`src/rtl/barret_1973_arbiter.sv`:
```
// Round-robin arbiter sharing one combinational mod-1973 Barrett reducer across NREQ requesters.
// Optional build macro BARRET_ARB_FIXED_PRIO_EN selects fixed lowest-index priority instead of round-robin.

module barret_for_1973 (
  input  logic [20:0] din_a,
  output logic [10:0] dout_r
);
  // MU = floor(2^32 / 1973); for 21-bit inputs the quotient estimate is low by at most one
  localparam logic [21:0] MU = 22'd2176871;
  localparam logic [21:0] MOD22 = 22'd1973;
  localparam logic [11:0] MOD12 = 12'd1973;

  logic [10:0] q;
  logic [11:0] r_pre;

  always_comb begin
    q      = 11'(({22'd0, din_a} * {21'd0, MU}) >> 32);
    r_pre  = 12'({1'b0, din_a} - ({11'd0, q} * MOD22));
    dout_r = (r_pre >= MOD12) ? 11'(r_pre - MOD12) : r_pre[10:0];
  end
endmodule

module barret_1973_arbiter #(
  parameter int NREQ  = 4,
  parameter int IDW   = 2,
  parameter int W_IN  = 21,
  parameter int W_OUT = 11
) (
  input  logic                 clk,
  input  logic                 rst_n,
  input  logic [NREQ-1:0]      req_valid,
  input  logic [NREQ*W_IN-1:0] req_data,
  output logic [NREQ-1:0]      req_ready,
  output logic                 rsp_valid,
  output logic [W_OUT-1:0]     rsp_data,
  output logic [IDW-1:0]       rsp_id,
  input  logic                 rsp_ready
);
  localparam int unsigned NREQ_U = NREQ;

  logic              a_vld;
  logic [W_IN-1:0]   a_data;
  logic [IDW-1:0]    a_id;
  logic [W_OUT-1:0]  red_out;

  logic              stall_b;
  logic              adv_a;
  logic              a_free;
  logic              hs;
  logic [NREQ-1:0]   grant;
  logic [IDW-1:0]    gid;
  logic              found;
  int unsigned       base;
  int unsigned       idx;
  logic [IDW-1:0]    idx_s;

  barret_for_1973 u_red (
    .din_a  (a_data),
    .dout_r (red_out)
  );

  always_comb begin
    stall_b = rsp_valid & ~rsp_ready;
    adv_a   = a_vld & ~stall_b;
    a_free  = ~a_vld | adv_a;
  end

`ifdef BARRET_ARB_FIXED_PRIO_EN
  always_comb base = 0;
`else
  logic [IDW-1:0] rr_ptr;
  localparam logic [IDW-1:0] LAST_ID = IDW'(NREQ - 1);

  always_comb base = 32'(rr_ptr);

  always_ff @(posedge clk or negedge rst_n) begin
    if (!rst_n) begin
      rr_ptr <= '0;
    end else if (hs) begin
      rr_ptr <= (gid == LAST_ID) ? '0 : gid + 1'b1;
    end
  end
`endif

  // Rotating search: offset k from base, wrapped without a modulo operator
  always_comb begin
    grant = '0;
    gid   = '0;
    found = 1'b0;
    idx   = 0;
    idx_s = '0;
    for (int unsigned k = 0; k < NREQ_U; k++) begin
      idx = base + k;
      if (idx >= NREQ_U) idx = idx - NREQ_U;
      idx_s = IDW'(idx);
      if (!found && req_valid[idx_s]) begin
        found        = 1'b1;
        grant[idx_s] = 1'b1;
        gid          = idx_s;
      end
    end
    req_ready = a_free ? grant : '0;
    hs        = a_free & found;
  end

  always_ff @(posedge clk or negedge rst_n) begin
    if (!rst_n) begin
      a_vld  <= 1'b0;
      a_data <= '0;
      a_id   <= '0;
    end else if (hs) begin
      a_vld  <= 1'b1;
      a_data <= req_data[gid*W_IN +: W_IN];
      a_id   <= gid;
    end else if (adv_a) begin
      a_vld  <= 1'b0;
    end
  end

  always_ff @(posedge clk or negedge rst_n) begin
    if (!rst_n) begin
      rsp_valid <= 1'b0;
      rsp_data  <= '0;
      rsp_id    <= '0;
    end else if (adv_a) begin
      rsp_valid <= 1'b1;
      rsp_data  <= red_out;
      rsp_id    <= a_id;
    end else if (rsp_ready) begin
      rsp_valid <= 1'b0;
    end
  end
endmodule

```
`config.mk`:
```
export PLATFORM = sky130hd
export DESIGN_NAME = barret_1973_arbiter
export DESIGN_NICKNAME = d
export VERILOG_FILES = /design/src/rtl/barret_1973_arbiter.sv
export SDC_FILE = /design/constraint.sdc
export NUM_CORES = 1
export LEC_CHECK = 0
export ABC_CLOCK_PERIOD_IN_PS = 15300
export CAP_MARGIN = 0
export CORE_MARGIN = 2
export CORE_UTILIZATION = 52
export DETAILED_ROUTE_END_ITERATION = 7
export PLACE_DENSITY = 0.73
export SYNTH_ARGS = -nofsm -noshare
export SYNTH_HDL_FRONTEND = slang
export SYNTH_SLANG_ARGS = --single-unit
```
`constraint.sdc`:
```
create_clock -name clk -period 15.3 [get_ports clk]
set_input_delay 1.53 -clock clk [delete_from_list [all_inputs] [get_ports clk]]
set_output_delay 1.53 -clock clk [all_outputs]
set_load 0.01 [all_outputs]
```
==> Word level (Yosys, flattened, before mapping) <==
Cells that the tools add are included.
{ "word_totals": {"input_bits": 91, "word_cells": 96, "reg_bits": 40, "output_inout_bits": 18} }
{ "classes": {"n_reduce_logical": 12, "multipliers": 3, "order_cmp": 13, "shifts": 1, "bitwise_logic": 10, "eq_ne": 1, "muxes": 39, "add_sub_neg": 10} }
{ "op_table": {"columns": ["cell", "count"], "rows": [
  ["$shiftx A84 B8 Y21", 1],
  ["$mul A21 B22 Y43 const B", 1],
  ["$mux W4", 5],
  ["$mux W2", 9],
  ["$mux W1", 16],
  ["$ge A12 B11 Y1 const B", 1],
  ["$lt A2 B3 Y1 const B", 4],
  ["$mul A11 B11 Y12 const B", 1],
  ["$or A4 B4 Y4", 3],
  ["$sub A12 B12 Y12", 1],
  ["$mux W11", 1],
  ["$sub A11 B11 Y11 const B", 1],
  ["$ge A3 B3 Y1 const B", 3],
  ["$bmux W1 S2", 4],
  ["$demux W1 S2", 4],
  ["$ge A2 B1 Y1 const B", 4],
  ["$sub A2 B1 Y2 const B", 4],
  ["$logic_and A1 B1 Y1", 7],
  ["$mul A2 B5 Y7 const B", 1],
  ["$add A2 B2 Y3 const B", 2],
  ["$reduce_bool A2 Y1", 2],
  ["$add A2 B1 Y3 const B", 1],
  ["$and A1 B1 Y1", 3],
  ["$ge A2 B3 Y1 const B", 1],
  ["other kinds (5)", 9]
]} }

==> Longest topological paths before layout <==
Gate-level depths: netlist of run 1.
{ "logic_depth": {"word_depth": 16, "depth_mapped": 41, "ltp_nobuf": 41} }

==> Cells and area by module <==
A second synthesis of run 1 with hierarchy kept.
{ "unflattened": {"cells_unflattened": 1234, "area_unflattened_um2": 12204.2} }
{ "modules_own_cells": {"columns": ["mod", "n_inst", "cells_each", "seq_area_each_um2", "area_per_inst_um2"], "rows": [
  ["barret_for_1973", 1, 994, 0.0, 9596.7],
  ["barret_1973_arbiter", 1, 240, 1001.0, 2607.5]
]} }

==> Least setup slack after synthesis of run 1 <==
OpenSTA, ideal clock, no wires.
{ "synth_timing": {"path_type": "reg-to-reg", "startpoint": "register a_data[3]", "endpoint": "register rsp_data[3]", "required_time_ps": 15218, "arrival_time_ps": 10986, "setup_time_ps": 82, "setup_slack_ps": 4232, "n_path_buf": 1, "synth_period_minus_slack_ps": 11068, "stages_incl_launch_ff": 39, "path_cell_list": "dfrtp_1 > fa_1 > inv_1 > fa_1 > fa_1 > inv_1 > fa_1 > inv_1 > fa_1 > inv_1 > fa_1 > inv_1 > fa_1 > inv_1 > ha_1 > a21oi_1 > o21ai_0 > a311oi_1 > [... 3 more ...] > clkbuf_1 > ha_1 > inv_1 > xnor2_1 > fa_1 > fa_1 > fa_1 > fa_1 > inv_1 > ha_1 > mux2_2 > a311oi_1 > o211ai_1 > o21a_1 > a211oi_1 > mux2i_1 > a31o_2 > a31oi_1"} }
{ "synth_between": {"elab_chain_cells": 5, "elab_cells_between_ends": 6, "cone_classes": "add/sub: 2; mul: 2; order compare: 1; mux: 1"} }
{ "synth_lines": {"columns": ["element", "line_no", "source"], "rows": [
  ["from (decl)", "42", "logic [W_IN-1:0] a_data;"],
  ["from (signal assigned)", "113", "a_data <= req_data[gid*W_IN +: W_IN];"],
  ["$mul A21 B22 Y43", "17", "q = 11'(({22'd0, din_a} * {21'd0, MU}) >> 32);"],
  ["$mul A11 B11 Y12", "18", "r_pre = 12'({1'b0, din_a} - ({11'd0, q} * MOD22));"],
  ["$sub A12 B12 Y12 (*)", "18", null],
  ["$sub A11 B11 Y11 or $ge A12 B11 Y1 (tied branches)", "19", "dout_r = (r_pre >= MOD12) ? 11'(r_pre - MOD12) : r_pre[10:0];"],
  ["$mux W11 (*)", "19", null],
  ["to (signal assigned)", "127", "rsp_data <= red_out;"],
  ["to (decl)", "35", "output logic [W_OUT-1:0] rsp_data,"]
]} }
Every way passes the cells marked *; elsewhere a longest branch is shown, timed or not.
A chain may end at the register's enable or synchronous reset.

==> Worst setup path after layout of run 1 <==
{ "layout_timing": {"startpoint": "register a_data[3]", "endpoint": "register rsp_data[1]"} }
Same word-level chain as after synthesis.

==> results of run 1 <==
-- worst register-to-register path: cells and delay by family (launching register included) --
kind	cells	cell delay (ps)
buf+inv	8	440
fa+ha+maj	14	6880
mux	2	830
flops	1	610
compound gates	8	1930
simple gates	4	1100
xor+xnor	1	300
-- through the flow --
stage | instances | hold WS (ps) | area [µm²] | worst slack [ps] | util
detailed placement | 1729 | 476 | 13800 | 3220 | 0.591
CTS | 1737 | 487 | 14000 | 3090 | 0.597
global route | 1737 | 513 | 14000 | 2320 | 0.597
global placement | 1729 | 451 | 13800 | 3590 | 0.591
floorplan | 1321 | 433 | 12400 | 4230 | -
finish | 1737 | 483 | 14000 | 3080 | 0.597
-- sequential cells by signal (all words and copies together), names as in the netlist --
name	count
a_data	21
rsp_data	11
a_id	2
rr_ptr	2
rsp_id	2
a_vld	1
rsp_valid	1
-- logic make-up after synthesis --
kind of cell             count (synthesis)  share of synthesized area
AO/OA/AOI/OAI                          183                     0.0974
AND/OR/NAND/NOR                        209                     0.0791
flip-flops                              40                     0.0808
multiplexers                            59                     0.0525
buffers and inverters                  359                      0.109
XOR/XNOR                                36                     0.0272
adder cells (fa/ha/maj)                435                      0.554
-- final cells by class --
cell class                      instances  area [µm²]  share of cell area
Multi-Input combinational cell        922       10100               0.721
Inverter                              338        1270              0.0907
Timing Repair Buffer                  110        1090              0.0780
Sequential cell                        40        1000              0.0716
Tap cell                              319         399              0.0285
Clock buffer                            6         129             0.00922
Clock inverter                          2        16.3             0.00116
-- worst min-delay path by stage --
stage                     slack [ps]        end      start
after floorplan                  430  rsp_id[0]    a_id[0]
after global placement           450  rsp_id[1]    a_id[1]
after detailed placement         480  rsp_id[0]  rsp_id[0]
after CTS                        490  rsp_id[1]    a_id[1]
after global routing             510  rsp_id[0]  rsp_id[0]
final                            480  rsp_id[1]    a_id[1]
-- placed cells by master, fill, tap and decap left out, drive strengths merged, types with 9 or more instances in the layout --
cell type      instances
and2                   9
mux2                  28
xor2                  11
nand3                 15
clkdlybuf4s50        107
fa                   189
dfrtp                 40
nor3                  10
inv                  338
nand2                 81
a31oi                 10
o21ai                 68
a21oi                 23
ha                   246
mux2i                 29
nor2                  50
xnor2                 24
-- metal layers --
metal	up-vias	routed length, µm
met5	-	0
met4	0	499
met3	39	1570
met2	270	14600
met1	4662	12900
li1	4479	-
==> flow_metrics.py, run 1 <==
metrics = {
    "synthesis": {
        "synth_edf_count": 0,
        "yosysTopAreaCell": "fa_1",
        "syn_area_mm2": 0.0124,
        "synth_top_flop_cell": "dfrtp_1",
        "synthCells": 1321,
        "synth.top_cell.area_share": 0.305,
        "netlist_top_cells_count": "inv_1, ha_1, fa_1",
        "yosys.cell_types.count": 63,
        "synth.avg_cell_area_um2": 9.38,
        "syn_nets": 1847,
        "ys_warn_count": 0,
        "yosysSeqAreaShare": 0.0808,
        "yosys.cell_count.top_type": "inv_1",
        "ys_ff_latch": 40,
        "yosys-top-cells-area": "fa_1, ha_1, inv_1, dfrtp_1, o21ai_0",
        "postSynth.asyncResetShare": 1.00,
    },
    "setup_path": {
        "cp-startpoint": "a_data[3]",
        "cp-end-kind": "register",
        "r2r_cells": 37,
        "critical_path.max_stage_delay_ps": 660,
        "cp_num_buf_inv": 8,
        "worstPathArrival_ps": 12380,
        "cpMaxStageDelayCell": "fa_1",
        "worst_path_most_repeated_cell": "fa_1",
        "cp_top_family": "adder cells",
        "critical_path_class": "reg -> reg",
        "path_depth": 37,
        "timing.rr.end": "rsp_data[1]",
        "required_ps": 15470,
        "worstReg2RegStart": "a_data[3]",
        "critPathCapture": "rsp_data[1]",
        "crit_path_start_kind": "register",
        "cp_max_fo": 14,
        "ff2ff_setup_slack_ps": 3080,
    },
    "run_status": {
        "status": "finished clean",
    },
    "cts": {
        "worstSkewPairLatency_ps": 290,
        "cts-resized-gates": 0,
        "htreeDepth": 2,
        "clk_pin_slew_ps": 70,
        "hold_buffers": 0,
        "cts_sinks": 40,
        "post-cts-setup-buffer-count": 0,
        "cts_tree": "built",
        "clockRootBuffer": "clkbuf_16",
        "numCtsBuffers": 5,
        "clk_path_buf_depth": 2,
    },
    "detailed_routing": {
        "drt_iter0_markers": 389,
        "wl_per_cell_um": 17.1,
        "ant_nets": 0,
        "routed_wirelength_um": 29600,
        "first_pass_iters": 7,
        "drc": 0,
        "num_vias": 9450,
        "via_per_inst": 5.44,
    },
    "cells_and_area": {
        "drive_gt1_frac": 0.0360,
        "layout.nets": 1943,
        "diodes": 0,
        "area_growth_pct": 12.9,
        "nFillCells": 2102,
    },
    "sta": {
        "min_period_ps": 12220,
        "setup_viol": 0,
        "rsz0062_at_grt": "no",
        "setup_tns_ps": 0,
        "finalMaxSlewViolations": 0,
        "slew_headroom": 0.316,
        "finalClockSkew_ps": 8.48,
        "worstMarginPinSlew_ps": 1030,
        "hold_violations": 0,
        "fin_crit_sh": 0.799,
        "fmax_mhz": 81.8,
    },
    "worst_hold_path": {
        "hold_path_depth": 2,
        "min_path_type": "reg -> reg",
    },
    "die": {
        "die_width_um": 158,
        "coreArea_mm2": 0.0234,
        "fp-row-count": 56,
        "fp.dieH_um": 158,
        "die_area_mm2": 0.0251,
        "start_util": 0.529,
        "io_pins": 109,
    },
    "global_route": {
        "met2_usage": 0.438,
        "grt_pass1_vias": 10000,
        "grt_pass1_wl_um": 49200,
        "grt_max_degree": 48,
        "antenna_found_initial": 0,
        "met1_usage": 0.339,
        "grt_use_met3": 0.0278,
        "grt_overflow_total": 0,
        "grt_usage": 0.250,
        "busiest_layer": "met2",
    },
    "job": {
        "maxCapViolations": 0,
    },
    "place": {
        "io_buffer_count": 108,
        "gp_congestion": 0.918,
        "dp_hpwl_um": 26200,
    },
}
Power of run 1 is not shown: default switching activity piles up to over one toggle a cycle in this logic, so the estimate is an artifact.
==> inputs of run 2 (changes only) <==
Settings changed: ABC_CLOCK_PERIOD_IN_PS 15300 to 11000, PLACE_DENSITY 0.73 to 0.76.
Clock period 15.3 ns to 11 ns, I/O delays scaled along.
==> flow_metrics.py, run 2 (same netlist as run 1, synthesis figures left out) <==
metrics = {
    "run_status": {
        "status": "finished clean",
    },
    "worst_hold_path": {
        "min_to": "rsp_id[0]",
        "min_path_type": "reg -> reg",
        "hold_path_depth": 2,
        "worstHoldStart": "a_id[0]",
    },
    "cells_and_area": {
        "most-common-layout-cells": "inv_1, ha_1, fa_1",
        "nFillCells": 1794,
        "area_growth_pct": 26.9,
        "utilization": 0.671,
        "largest-register": "a_data",
        "layout.nets": 2070,
        "top_regs": "a_data (21), rsp_data (11)",
        "drive_gt1_frac": 0.189,
        "final_common_cell": "inv_1",
        "diodes": 0,
        "largest_reg_flops": 21,
    },
    "die": {
        "fp.dieH_um": 158,
        "die_area_mm2": 0.0251,
        "fp-row-count": 56,
        "start_util": 0.529,
        "coreArea_mm2": 0.0234,
        "die_width_um": 158,
        "io_pins": 109,
    },
    "setup_path": {
        "cp-end-kind": "register",
        "r2r_cells": 41,
        "critical_path_class": "reg -> reg",
        "cp_max_fo": 8,
        "cpMaxStageDelayCell": "fa_2",
        "critical_path.max_stage_delay_ps": 600,
        "required_ps": 11220,
        "timing.rr.end": "rsp_data[5]",
        "ff2ff_setup_slack_ps": 160,
        "worstPathArrival_ps": 11060,
        "crit_path_start_kind": "register",
        "worstReg2RegStart": "a_data[3]",
        "worst_path_most_repeated_cell": "fa_1",
        "cp-startpoint": "a_data[3]",
    },
    "sta": {
        "finalClockSkew_ps": 6.16,
        "finalMaxSlewViolations": 0,
        "fmax_mhz": 92.2,
        "min_period_ps": 10840,
        "timing.hold.ws_ps": 478,
        "slew_headroom": 0.296,
        "setup_viol": 0,
        "hold_violations": 0,
        "fin_crit_sh": 0.986,
        "rsz0062_at_grt": "yes",
        "worstMarginPinSlew_ps": 1060,
    },
    "detailed_routing": {
        "ant_nets": 0,
        "num_vias": 10200,
        "wl_per_cell_um": 18.0,
        "via_per_inst": 5.46,
        "drc": 0,
        "first_pass_iters": 5,
        "routed_wirelength_um": 33600,
        "drt_iter0_markers": 528,
    },
    "global_route": {
        "grt_max_degree": 48,
        "grt_pass1_vias": 10500,
        "grt_pass1_wl_um": 51600,
        "grt_usage": 0.266,
        "antenna_found_initial": 0,
        "grt_overflow_total": 0,
    },
    "cts": {
        "htreeDepth": 2,
        "clk_pin_slew_ps": 70,
        "hold_buffers": 0,
        "cts_sinks": 40,
        "cts_tree": "built",
        "clk_path_buf_depth": 2,
        "clockRootBuffer": "clkbuf_16",
        "worstSkewPairLatency_ps": 300,
        "numCtsBuffers": 5,
    },
    "job": {
        "maxCapViolations": 0,
    },
    "place": {
        "dp_hpwl_um": 27900,
        "io_buffer_count": 108,
        "gp_congestion": 0.992,
    },
}
-- run 2: changes by cell type in the layout (fill, tap and decap cells not counted), moves of 8 or more --
cell,before,now
buf_4,2,123
inv_2,0,11
ha_4,0,27
ha_1,246,215
dfrtp_1,40,27
o21ai_0,68,60
inv_1,338,327
dfrtp_2,0,13
-- run 2: area by class of cell --
type | instances | area, µm² | share of cell area
flip-flops and latches | 40 | 1020 | 0.0647
multi-input cells | 922 | 10800 | 0.687
well taps | 319 | 399 | 0.0254
clock buffers | 5 | 125 | 0.00796
clock inverters | 3 | 42.5 | 0.00271
inverters | 338 | 1270 | 0.0807
repair buffers | 237 | 2070 | 0.132
-- run 2: how the worst max path moves through the flow --
| stage | endpoint | slack (ps) |
|---|---|---|
| 6_report | rsp_data[5] | 160 |
| 5_1_grt | rsp_data[3] | -90 |
| 4_1_cts | rsp_data[5] | 10 |
| 3_5_place_dp | rsp_data[1] | -460 |
| 3_3_place_gp | rsp_data[6] | -150 |
| 2_1_floorplan | rsp_data[6] | 10 |
-- run 2: critical path: cells and delay by family, from the launching register on --
family	cells	cell delay (ps)
xor gates and xnor gates	1	160
buffers and inverters	12	1140
and+or+nand+nor	4	960
AOI/OAI and AO/OA	9	1790
muxes	1	90
adders and majority gates	14	6190
DFF	1	430
-- run 2: routing by layer --
metal | GRT usage | vias to the layer above | part of all wire
met5 | 0 | - | 0
li1 | - | 4736 | -
met4 | 0.0644 | 0 | 0.023
met2 | 0.464 | 385 | 0.50
met3 | 0.0316 | 60 | 0.060
met1 | 0.354 | 5000 | 0.41
-- run 2: per-stage QoR --
stage	instances	TNS, ps	instance area (µm²)	setup WS (ps)
after floorplan	1321	0	12400	13.8
after global routing	1864	-332	15700	-88.6
final	1864	0	15700	159
after CTS	1844	0	15000	12.1
after detailed placement	1829	-3070	14600	-461
after global placement	1829	-674	14600	-152
-- run 2: what timing repair did --
| action | in CTS | in global routing |
|---|---|---|
| pin swaps | 30 | 58 |
| setup buffers | 7 | 20 |
| gates resized for setup | 31 | 107 |
| setup endpoints to repair | 11 | 11 |
Power of run 2 is left out for the same reason.
==> inputs of run 3 (changes only) <==
--- a/config.mk
+++ b/config.mk
@@ -9,7 +9,7 @@
 export CAP_MARGIN = 0
 export CORE_MARGIN = 2
-export CORE_UTILIZATION = 52
+export CORE_UTILIZATION = 55
 export DETAILED_ROUTE_END_ITERATION = 7
-export PLACE_DENSITY = 0.76
+export PLACE_DENSITY = 0.8
 export SYNTH_ARGS = -nofsm -noshare
 export SYNTH_HDL_FRONTEND = slang
==> constraint.sdc (replaced) <==
create_clock -name clk -period 11 [get_ports clk]
set_input_delay 2.2 -clock clk [delete_from_list [all_inputs] [get_ports clk]]
set_output_delay 2.2 -clock clk [all_outputs]
set_load 0.01 [all_outputs]
==> flow_metrics.py, run 3 (same netlist as run 1, synthesis figures left out) <==
metrics = {
    "setup_path": {
        "timing.rr.end": "rsp_data[4]",
        "critPathCapture": "rsp_data[4]",
        "cpMaxStageDelayCell": "fa_2",
        "critical_path.max_stage_delay_ps": 610,
        "cp-startpoint": "a_data[3]",
        "r2r_cells": 41,
        "crit_path_start_kind": "register",
        "worstReg2RegStart": "a_data[3]",
        "worst_path_most_repeated_cell": "fa_1",
        "required_ps": 11210,
        "cp-end-kind": "register",
        "ff2ff_setup_slack_ps": 180,
        "critical_path_class": "reg -> reg",
        "worstPathArrival_ps": 11030,
        "cp_max_fo": 5,
    },
    "die": {
        "fp-row-count": 54,
        "die_area_mm2": 0.0237,
        "die_width_um": 154,
        "io_pins": 109,
        "coreArea_mm2": 0.0220,
        "fp.dieH_um": 154,
        "start_util": 0.564,
    },
    "run_status": {
        "status": "finished clean",
    },
    "detailed_routing": {
        "wl_per_cell_um": 18.5,
        "top_layer": "met4",
        "wl_met1_um": 13400,
        "wl_met2_um": 16400,
        "drt_iter0_markers": 531,
        "routed_wirelength_um": 33000,
        "met3_length_um": 2400,
        "first_pass_iters": 7,
        "num_vias": 10000,
        "drc": 0,
        "ant_nets": 0,
        "via_per_inst": 5.61,
    },
    "global_route": {
        "antenna_found_initial": 0,
        "grt_max_degree": 48,
        "grt_usage": 0.275,
        "grt_overflow_total": 0,
        "grt_pass1_wl_um": 51800,
        "grt_pass1_vias": 10500,
    },
    "cts": {
        "cts_sinks": 40,
        "hold_buffers": 0,
        "cts_tree": "built",
        "worstSkewPairLatency_ps": 290,
        "clockRootBuffer": "clkbuf_16",
        "numCtsBuffers": 5,
        "clk_pin_slew_ps": 70,
        "htreeDepth": 2,
        "clk_path_buf_depth": 2,
    },
    "sta": {
        "setup_viol": 0,
        "fin_crit_sh": 0.984,
        "rsz0062_at_grt": "yes",
        "hold_violations": 0,
        "fmax_mhz": 92.4,
        "finalMaxSlewViolations": 0,
        "fin_ws_ps": 179,
        "setup_tns_ps": 0,
        "worstMarginPinSlew_ps": 1030,
        "slew_headroom": 0.312,
        "finalClockSkew_ps": 12.4,
        "min_period_ps": 10820,
    },
    "cells_and_area": {
        "drive_gt1_frac": 0.161,
        "utilization": 0.694,
        "diodes": 0,
        "area_growth_pct": 23.1,
        "final_common_cell": "inv_1",
        "most-common-layout-cells": "inv_1, ha_1, fa_1",
        "top_regs": "a_data (21), rsp_data (11)",
        "nFillCells": 1566,
        "largest-register": "a_data",
        "largest_reg_flops": 21,
        "layout.nets": 2035,
    },
    "job": {
        "maxCapViolations": 0,
    },
    "worst_hold_path": {
        "hold_path_depth": 2,
        "min_path_type": "reg -> reg",
    },
    "place": {
        "dp_hpwl_um": 27600,
        "io_buffer_count": 108,
        "place_ws_ps": -467,
        "gp_congestion": 0.999,
    },
}
## run 3: changes by cell type in the layout (fill, tap and decap cells not counted), moves of 3 or more
cell,before,now
a21oi_2,6,9
buf_4,123,89
dfrtp_1,27,30
dfrtp_2,13,10
ha_1,215,224
ha_4,27,16
## run 3: through the flow
stage / cells / instance area (µm²) / hold slack [ps]
after CTS: 1783 / 14700 / 483
after detailed placement: 1772 / 14400 / 464
final: 1790 / 15200 / 480
after global placement: 1772 / 14400 / 454
after floorplan: 1321 / 12400 / 433
after global routing: 1790 / 15200 / 511
## run 3: critical path: cells and delay by family (launching register included)
| kind | cells | cell delay, ps |
|---|---|---|
| mux | 1 | 180 |
| buf+inv | 9 | 420 |
| flops | 1 | 430 |
| fa+ha+maj | 14 | 6060 |
| compound gates | 9 | 1890 |
| xor+xnor | 3 | 650 |
| simple gates | 5 | 1110 |
## run 3: final cells by class
type | instances | area, µm² | area share
multi-input cells | 922 | 10600 | 0.698
repair buffers | 202 | 1800 | 0.118
clock inverters | 2 | 35.0 | 0.00230
flip-flops and latches | 40 | 1010 | 0.0665
clock buffers | 6 | 129 | 0.00845
inverters | 338 | 1270 | 0.0832
well taps | 280 | 350 | 0.0230
## run 3: how the worst min path moves through the flow
stage,end,startpoint
3_5_place_dp,rsp_id[1],a_id[1]
5_1_grt,rsp_id[0],rsp_id[0]
2_1_floorplan,rsp_id[0],a_id[0]
3_3_place_gp,rsp_id[0],a_id[0]
4_1_cts,rsp_id[0],rsp_id[0]
6_report,rsp_id[0],rsp_id[0]
## run 3: repair_timing
action,in CTS,in global routing
setup buffers,3,8
pin swaps,27,67
gates resized for setup,26,95
setup endpoints to repair,11,11
## run 3: routing by layer
layer | up-vias | global-route usage
met5 | - | 0
met4 | 0 | 0.0632
met3 | 66 | 0.0496
met2 | 423 | 0.484
met1 | 4876 | 0.355
li1 | 4668 | -
Power of run 3 is left out for the same reason.
